`config.mk`:
```
export PLATFORM = sky130hd
export DESIGN_NAME = commit_rename_sched
export DESIGN_NICKNAME = d
export VERILOG_FILES = /design/src/rtl/commit_rename_sched.sv
export SDC_FILE = /design/constraint.sdc
export NUM_CORES = 1
export LEC_CHECK = 0
export CAP_MARGIN = 20
export CORE_UTILIZATION = 44
export CTS_CLUSTER_SIZE = 10
export DETAILED_ROUTE_END_ITERATION = 8
export PLACE_DENSITY = 0.71
export SYNTH_ARGS = -nofsm -noshare
export SYNTH_HDL_FRONTEND = slang
export SYNTH_SLANG_ARGS = --single-unit
```
`constraint.sdc`:
```
create_clock -name clk_i -period 2.96 [get_ports clk_i]
set_clock_uncertainty 0.1 [all_clocks]
set_input_delay 0.592 -clock clk_i [delete_from_list [all_inputs] [get_ports clk_i]]
set_output_delay 0.592 -clock clk_i [all_outputs]
set_load 0.1 [all_outputs]
```
`src/rtl/commit_rename_sched.sv`:
```
// Retire-to-rename commit sequencer: FIFO-buffered commits plus mispredict rollback/recovery FSM.
// Optional COMMIT_RENAME_SCHED_STATS_EN adds commit/rollback counters.
module commit_rename_sched #(
  parameter int DEPTH          = 4,
  parameter int RECOVER_CYCLES = 2,
  parameter int NUM_ARCH_REG   = 32,
  parameter int NUM_PHYS_REG   = 64,
  localparam int AREG_W              = $clog2(NUM_ARCH_REG),
  localparam int PREG_W              = $clog2(NUM_PHYS_REG),
  localparam int COMMIT_RENAME_WIDTH = 1 + AREG_W + PREG_W
) (
  input  logic                           clk_i,
  input  logic                           reset_n_i,
  input  logic                           retire_v_i,
  output logic                           retire_ready_o,
  input  logic                           retire_w_v_i,
  input  logic [AREG_W-1:0]              retire_alloc_reg_i,
  input  logic [PREG_W-1:0]              retire_freed_reg_i,
  input  logic                           retire_mispred_i,
  output logic                           commit_v_o,
  output logic [COMMIT_RENAME_WIDTH-1:0] commit_rename_o,
  output logic                           mispredict_o,
  output logic                           rename_stall_o,
  output logic                           flush_o
`ifdef COMMIT_RENAME_SCHED_STATS_EN
  ,
  output logic [31:0]                    commit_cnt_o,
  output logic [15:0]                    rollback_cnt_o
`endif
);

  localparam int PTR_W = $clog2(DEPTH);
  localparam int CNT_W = $clog2(RECOVER_CYCLES + 1);

  typedef struct packed {
    logic              mispred;
    logic              w_v;
    logic [AREG_W-1:0] alloc_reg;
    logic [PREG_W-1:0] freed_reg;
  } entry_t;

  typedef enum logic [1:0] {RUN, ROLLBACK, RECOVER} state_e;

  entry_t           mem [DEPTH];
  logic [PTR_W-1:0] wr_ptr, rd_ptr;
  logic [PTR_W:0]   count;
  state_e           state_q, state_d;
  logic [CNT_W-1:0] rec_cnt_q, rec_cnt_d;

  entry_t head;
  logic   empty, full, push, pop, rollback_pop;

  assign head         = mem[rd_ptr];
  assign empty        = (count == '0);
  assign full         = count[PTR_W];
  assign push         = retire_v_i & retire_ready_o;
  assign pop          = commit_v_o;
  assign rollback_pop = pop & head.mispred;

  assign commit_rename_o = {head.w_v, head.alloc_reg, head.freed_reg};
  assign mispredict_o    = commit_v_o & head.mispred;

  always_ff @(posedge clk_i) begin
    if (push) begin
      mem[wr_ptr] <= '{mispred:   retire_mispred_i,
                       w_v:       retire_w_v_i,
                       alloc_reg: retire_alloc_reg_i,
                       freed_reg: retire_freed_reg_i};
    end
  end

  // A rollback commit empties the FIFO, and that flush beats any same-cycle push.
  always_ff @(posedge clk_i) begin
    if (!reset_n_i || rollback_pop) begin
      wr_ptr <= '0;
      rd_ptr <= '0;
      count  <= '0;
    end else begin
      if (push) wr_ptr <= wr_ptr + 1'b1;
      if (pop)  rd_ptr <= rd_ptr + 1'b1;
      case ({push, pop})
        2'b10:   count <= count + 1'b1;
        2'b01:   count <= count - 1'b1;
        default: count <= count;
      endcase
    end
  end

  always_ff @(posedge clk_i) begin
    if (!reset_n_i) begin
      state_q   <= RUN;
      rec_cnt_q <= '0;
    end else begin
      state_q   <= state_d;
      rec_cnt_q <= rec_cnt_d;
    end
  end

  always_comb begin
    state_d        = state_q;
    rec_cnt_d      = rec_cnt_q;
    commit_v_o     = 1'b0;
    retire_ready_o = 1'b0;
    rename_stall_o = 1'b0;
    flush_o        = 1'b0;
    case (state_q)
      RUN: begin
        commit_v_o     = ~empty;
        retire_ready_o = ~full;
        if (~empty && head.mispred) state_d = ROLLBACK;
      end
      ROLLBACK: begin
        flush_o        = 1'b1;
        rename_stall_o = 1'b1;
        rec_cnt_d      = CNT_W'(RECOVER_CYCLES);
        state_d        = RECOVER;
      end
      RECOVER: begin
        rename_stall_o = 1'b1;
        rec_cnt_d      = rec_cnt_q - 1'b1;
        if (rec_cnt_q == CNT_W'(1)) state_d = RUN;
      end
      default: state_d = RUN;
    endcase
  end

`ifdef COMMIT_RENAME_SCHED_STATS_EN
  always_ff @(posedge clk_i) begin
    if (!reset_n_i) begin
      commit_cnt_o   <= '0;
      rollback_cnt_o <= '0;
    end else begin
      if (commit_v_o)          commit_cnt_o   <= commit_cnt_o + 32'd1;
      if (state_q == ROLLBACK) rollback_cnt_o <= rollback_cnt_o + 16'd1;
    end
  end
`endif

endmodule
```
Yosys cells after proc, flatten, opt, wreduce, memory -nomap -nowiden
Memory sizes are Yosys's and may differ from the RTL's. A register that Yosys moved wholly into a read port is not among the register bits.
Index checks and enable logic that the tools add are counted.
Widths: inputs -> output; s select.

storage, ports and cells
  bits in registers = 11
  RAM bits = 52
  input port bits = 16
  output and inout port bits = 17
  memories kept = 1

memories
  memory  words  width  read ports  clocked after memory_dff  wr ports  RTL line  source
  mem     4      13     1           1                         1         44        entry_t mem [DEPTH];

operators by class
  $add $sub $neg = 5
  equality and inequality tests = 7
  multiplexer cells = 13
  bitwise gates (word level) = 4
  reduce and logical (&&, ||, !) cells = 9

operators with widths
  operator             number
  $mux 2               4
  $eq 2x1->1 const B   3
  $mux 1               6
  $pmux 2 s3           1
  $pmux 3 s2           1
  $add 2x1->2 const B  2
  $eq 2x2->1 const B   2
  $ne 2x2->1 const B   2
  $pmux 2 s2           1
  $reduce_bool 2->1    2
  $add 3x1->3 const B  1
  $logic_not 3->1      1
  $sub 3x1->3 const B  1
  $and 1x1->1          2
  $logic_not 2->1      1
  $not 1->1            2
  $reduce_and 2->1     1
  $reduce_or 2->1      1
  $sub 2x1->2 const B  1
  $logic_and 1x1->1    1
  $logic_not 1->1      1
  $logic_or 1x1->1     1

Longest topological paths before layout
Gate-level depths: netlist of run 1.

  word-level depth = 6
  gate-level depth with buffers = 12

Worst setup path after synthesis of run 1
No wires, ideal clock.

  kind = flip-flop to flip-flop
  start = register state_q[0]
  end = register count[1]
  library setup time = 0.064 ns
  data arrival time = 3.324 ns
  setup slack = -0.528 ns
  stages on the path, launching flop included = 12
  clock period less this slack = 3.488 ns
  cells stage by stage = dfxtp_1 > inv_1 > ha_1 > nor2b_1 > and2_1 > inv_1 > ha_1 > inv_1 > fa_1 > nor2_1 > a21oi_1 > nor2_1

between the ends
  cells in the longest elaborated chain, start to end = 5
  elaborated cells on any way between the ends = 10

RTL lines
  what                                             RTL line  source
  from (decl)                                      47        state_e state_q, state_d;
  from (signal assigned)                           94        state_q <= state_d;
  $logic_not 2->1 *                                106       case (state_q)
  $mux 1 *                                         106
  net retire_ready_o                               15        output logic retire_ready_o,
  $and 1x1->1 *                                    56        assign push = retire_v_i & retire_ready_o;
  $eq 2x1->1 or $eq 2x2->1 (tied branches)         81        case ({push, pop})
  $pmux 3 s2 or $reduce_bool 2->1 (tied branches)  --
  to (signal assigned)                             82        2'b10: count <= count + 1'b1;
  to (signal assigned)                             83        2'b01: count <= count - 1'b1;
  to (signal assigned)                             84        default: count <= count;
  to (decl)                                        46        logic [PTR_W:0] count;

The timed path passes the listed nets; every way through them passes the cells marked *.
A chain may end at the register's enable or synchronous reset.

==> flow_summary.ini, run 1 <==
[global_routing]
grt_use_met1_pct = 19.3
grt_antenna_before_repair = 0
busiest_layer = met2
overflow = 0
met3_usage_pct = 3.43
grt_pass1_wl_um = 7270
grt_max_degree = 14
grtUsageMet2_pct = 27.4
track_usage_pct = 16.5
grt_pass1_vias = 1470

[logic_synthesis]
ys_warn_count = 0
synth_flop_cell = edfxtp_1
syn_nets = 178
synth.distinct_cells = 34
yosys.area.top_type = edfxtp_1
ys_top_cells_by_count = 52 x edfxtp_1, 13 x dfxtp_1, 12 x mux4_2, 10 x ha_1, 10 x inv_1
synth.most_common_cell = edfxtp_1
syn_inst = 151
synth_seq_cells = 65
synth_area_mm2 = 0.00264
synth_area_leaders = edfxtp_1 59%, mux4_2 10%, dfxtp_1 9.8%, ha_1 4.7%, mux2i_1 1.5%
synth_edf_count = 52
seq_area_frac_synth_pct = 68.9
async_flop_share_pct = 0
synth.avg_cell_area_um2 = 17.5
yosysTopAreaCellShare_pct = 59.1

[sta]
finalHoldViolCount = 0
tns_ns = 0
fmax_ghz = 0.378
slew_violations = 0
fin_crit_sh_pct = 89.4
tightest_slew_ns = 0.720
slew_headroom_pct = 52.0
setup_viol_count_final = 0
rsz0062_at_grt = no
period_minus_slack_ns = 2.65

[cts]
ctsHoldBuffers = 0
clkLatencyLatePin_ns = 0.34
numClockSinks = 65
cts-root-buf = clkbuf_8
cts_made_buffers = 9
cts_resized = 0
cts_tree = built
post_cts.repair.setup_buffers = 0
path_clk_slew_ns = 0.08
clock_path_buffers = 2
cts.htree.levels = 3

[critical_path]
crit_arrival_ns = 1.95
cp.required_ns = 2.27
end_kind = output pin
rr_worst_depth = 12
startpoint_type = flop
path_max_fanout = 9
path_class = reg -> out

[place]
portBuffers = 32
place_area_mm2 = 0.00316
gp_congestion = 0.803
dp.cells = 252
dp_hpwl_um = 3090

[final_layout]
fin_cells = 268
nNetsFinal = 218
final_area_mm2 = 0.00340
syn_to_final_growth_pct = 28.8
final_core_util_pct = 60.3
antennaDiodeCount = 0
drive_gt1_share_pct = 26.5

[floorplan]
coreArea_mm2 = 0.00564
row_count = 27
pin_count = 33
chipWidth_um = 79.5
die_h_um = 79.5
die_area_mm2 = 0.00632
start_util_pct = 46.8

[routing]
drtIter0Drc = 52
antenna_left = 0
vias = 1388
wl_um = 4510
first_pass_iters = 4
post_drt_wl_per_cell_um = 16.8
viasPerCell = 5.18
route.detailed.drc = 0

[min_path]
worstHoldPathType = reg -> reg
whs_path_depth = 2

[job]
maxCapViolCount = 0

[status]
outcome = finished, final reports clean
[worst max-delay path, stage by stage, from the launching register on]
cell     delay [ns]
dfxtp_1        0.55
buf_4          0.30
mux4_2         0.57
buf_12         0.19
[cell usage in the layout (no fill, tap or decap), types with 2 or more instances in the layout]
cell type        Yosys  layout
and2_1               2       2
and3_1               4       4
buf_12               0      13
buf_4                0       6
bufinv_16            0       3
clkbuf_8             0       9
clkdlybuf4s50_1      0      15
clkinv_4             0       2
dfxtp_1             13      13
edfxtp_1            52      52
ha_1                10      10
inv_1               10      10
mux2i_1              4       4
mux4_2              12      12
nand2_1              9       9
nor2_1               6       6
o21ai_0              3       3
xnor2_1              2       2
xor2_1               2       2
[flip-flops by register name, indices dropped and copies added, names as in the netlist, named ones only]
signal     count
wr_ptr         2
state_q        2
rec_cnt_q      2
mem           52
rd_ptr         2
count          3
[metrics by stage]
step / hold slack (ns) / setup slack (ns)
finish: 0.391 / 0.315
global route: 0.422 / 0.179
CTS: 0.397 / 0.270
detailed placement: 0.385 / 0.314
global placement: 0.356 / 0.444
floorplan: 0.338 / 0.0958
[cells by family (layout without fill, tap and decap cells)]
family | after synthesis | count (layout) | share of synthesized area, %
fa+ha+maj | 11 | 11 | 5.49
mux | 18 | 18 | 13.2
flops | 65 | 65 | 68.9
simple gates | 29 | 29 | 6.01
buf+inv | 15 | 60 | 2.51
xor+xnor | 4 | 4 | 1.33
compound gates | 9 | 9 | 2.56
[final timing paths]
kind / startpoint / to / slack (ns)
worst max register to register: state_q[0] / count[2] / 0.49
worst min register to register: state_q[1] / state_q[1] / 0.39
worst min-delay path: state_q[1] / state_q[1] / 0.39
worst max-delay path: flop / commit_rename_o[1] / 0.31
[cell type report]
| cell class | instances | area [um^2] |
|---|---|---|
| multi-input combinational | 71 | 757 |
| inverter | 10 | 37.5 |
| timing repair buffer | 34 | 455 |
| sequential | 65 | 1820 |
| fill | 415 | 2240 |
| tap | 72 | 90.1 |
| clock buffer | 9 | 124 |
| clock inverter | 7 | 119 |
[routing by layer]
metal,part of all wire [%],wire [um]
met2,52,2340
met1,42,1910
met4,2.6,118
met3,3.3,147
met5,0,0
Power of run 1 is left out: the tool's default activity adds up to more than one toggle a clock period on the data nets, which glitch-free logic cannot reach.
==> inputs of run 2 (changes only) <==
--- a/config.mk
+++ b/config.mk
@@ -7,6 +7,7 @@
 export LEC_CHECK = 0
 export CAP_MARGIN = 20
+export CORE_MARGIN = 3
 export CORE_UTILIZATION = 44
-export CTS_CLUSTER_SIZE = 10
+export CTS_CLUSTER_SIZE = 16
 export DETAILED_ROUTE_END_ITERATION = 8
 export PLACE_DENSITY = 0.71
--- a/constraint.sdc
+++ b/constraint.sdc
@@ -3,3 +3,3 @@
 set_input_delay 0.592 -clock clk_i [delete_from_list [all_inputs] [get_ports clk_i]]
 set_output_delay 0.592 -clock clk_i [all_outputs]
-set_load 0.1 [all_outputs]
+set_load 0.01 [all_outputs]
==> flow_summary.ini, run 2 (synthesis results as in run 1) <==
[final_layout]
mostFrequentLayoutCell = edfxtp_1
largest-register = mem
antennaDiodeCount = 0
nNetsFinal = 220
num-fill-cells = 435
drive_gt1_share_pct = 17.7
final_cell_mix = 52 x edfxtp_1, 32 x clkdlybuf4s50_1, 13 x dfxtp_1, 12 x mux4_2
final_core_util_pct = 57.4
syn_to_final_growth_pct = 22.6
top_regs = mem x52, count x3
largest_reg_flops = 52

[critical_path]
worstReg2RegStart = state_q[1]
cp_slowest_cell = mux4_2
max_stage_delay_ns = 0.53
crit_arrival_ns = 2.08
path_cells = buf_4 -> mux4_2 -> and2_4 -> clkdlybuf4s50_1
path_max_fanout = 5
end_kind = output pin
cp.required_ns = 2.27
path_class = reg -> out
path_buf_inv = 2
startpoint_type = flop
path_delay_family = buffers and inverters

[sta]
whs_ns = 0.388
finalHoldViolCount = 0
worst_slack_ns = 0.189
fmax_ghz = 0.361
rsz0062_at_grt = no
setup_viol_count_final = 0
period_minus_slack_ns = 2.77
tns_ns = 0
slew_headroom_pct = 52.1
slew_violations = 0
fin_crit_sh_pct = 93.6
tightest_slew_ns = 0.719

[cts]
path_clk_slew_ns = 0.07
numClockSinks = 65
clock_path_buffers = 2
post_cts.repair.setup_buffers = 0
cts_resized = 0
ctsHoldBuffers = 0
cts_tree = built
cts_made_buffers = 9
cts-root-buf = clkbuf_8
cts.htree.levels = 3
clkLatencyLatePin_ns = 0.33

[routing]
wl_um = 4470
post_drt_wl_per_cell_um = 16.6
first_pass_iters = 4
drtIter0Drc = 68
antenna_left = 0
route.detailed.drc = 0
vias = 1392
viasPerCell = 5.16

[floorplan]
row_count = 27
pin_count = 33
start_util_pct = 46.8
coreArea_mm2 = 0.00564
die_h_um = 83.5
chipWidth_um = 83.5
die_area_mm2 = 0.00697

[place]
place_ws_ns = 0.355
dp_hpwl_um = 3160
portBuffers = 32
gp_congestion = 0.705

[global_routing]
grt_pass1_vias = 1500
grt_max_degree = 14
grt_antenna_before_repair = 0
grt_pass1_wl_um = 7270
overflow = 0
track_usage_pct = 13.8

[pwr]
ir_worst_vdd_v = 0.000486
power.leakage_uw = 0.00110
power_density_mw_per_mm2 = 895
finalPower_uw = 2900

[min_path]
worstHoldPathType = reg -> reg
worstHoldStart = state_q[0]

[job]
maxCapViolCount = 0

[status]
outcome = finished, final reports clean
run 2: where the power goes:
part / internal (uW) / switching (uW) / total [uW]
logic: 531 / 454 / 985
registers: 1150 / 66.2 / 1210
clock network: 383 / 320 / 703
run 2: through the flow:
step	area [um^2]	cells
final	3240	270
after CTS	3240	270
after global routing	3240	270
after global placement	3050	254
after floorplan	2640	151
after detailed placement	3050	254
run 2: path summary, 6_finish.rpt:
kind | to | slack [ns] | cells past startpoint
hold reg to reg | state_q[0] | 0.39 | 2
hold / removal | state_q[0] | 0.39 | 2
setup reg to reg | count[1] | 0.47 | 11
setup / recovery | mispredict_o | 0.19 | 4
run 2: routing by layer:
layer / wire length, um / part of all wire, % / global-route usage [%] / up-vias
met3: 144 / 3.2 / 3.26 / 9
met4: 99 / 2.2 / 8.33 / 0
met1: 1830 / 41 / 15.3 / 702
met5: 0 / 0 / 0 / -
li1: - / - / - / 654
met2: 2390 / 54 / 24.1 / 27
run 2: worst reg2reg max path: cells and delay by family (launching register included):
family	cells	cell delay, ns
AND/OR/NAND/NOR	4	0.86
adder cells (fa/ha/maj)	3	0.83
flip-flops	1	0.34
buffers and inverters	3	0.25
AO/OA/AOI/OAI	1	0.05
run 2: cell type report:
class                      instances  area, um^2  share of cell area, %
sequential                        65        1820                   56.2
multi-input combinational         71         754                   23.3
timing repair buffer              36         350                   10.8
clock buffer                      10         128                   3.94
tap                               72        90.1                   2.78
clock inverter                     6        58.8                   1.81
inverter                          10        37.5                   1.16
No activity file was read; power rests on OpenSTA's default activity.
==> inputs of run 3 (changes only) <==
- SLEW_MARGIN: default -> 10
==> results of run 3 <==
Final layout, timing and power as in run 2 (identical DEF).
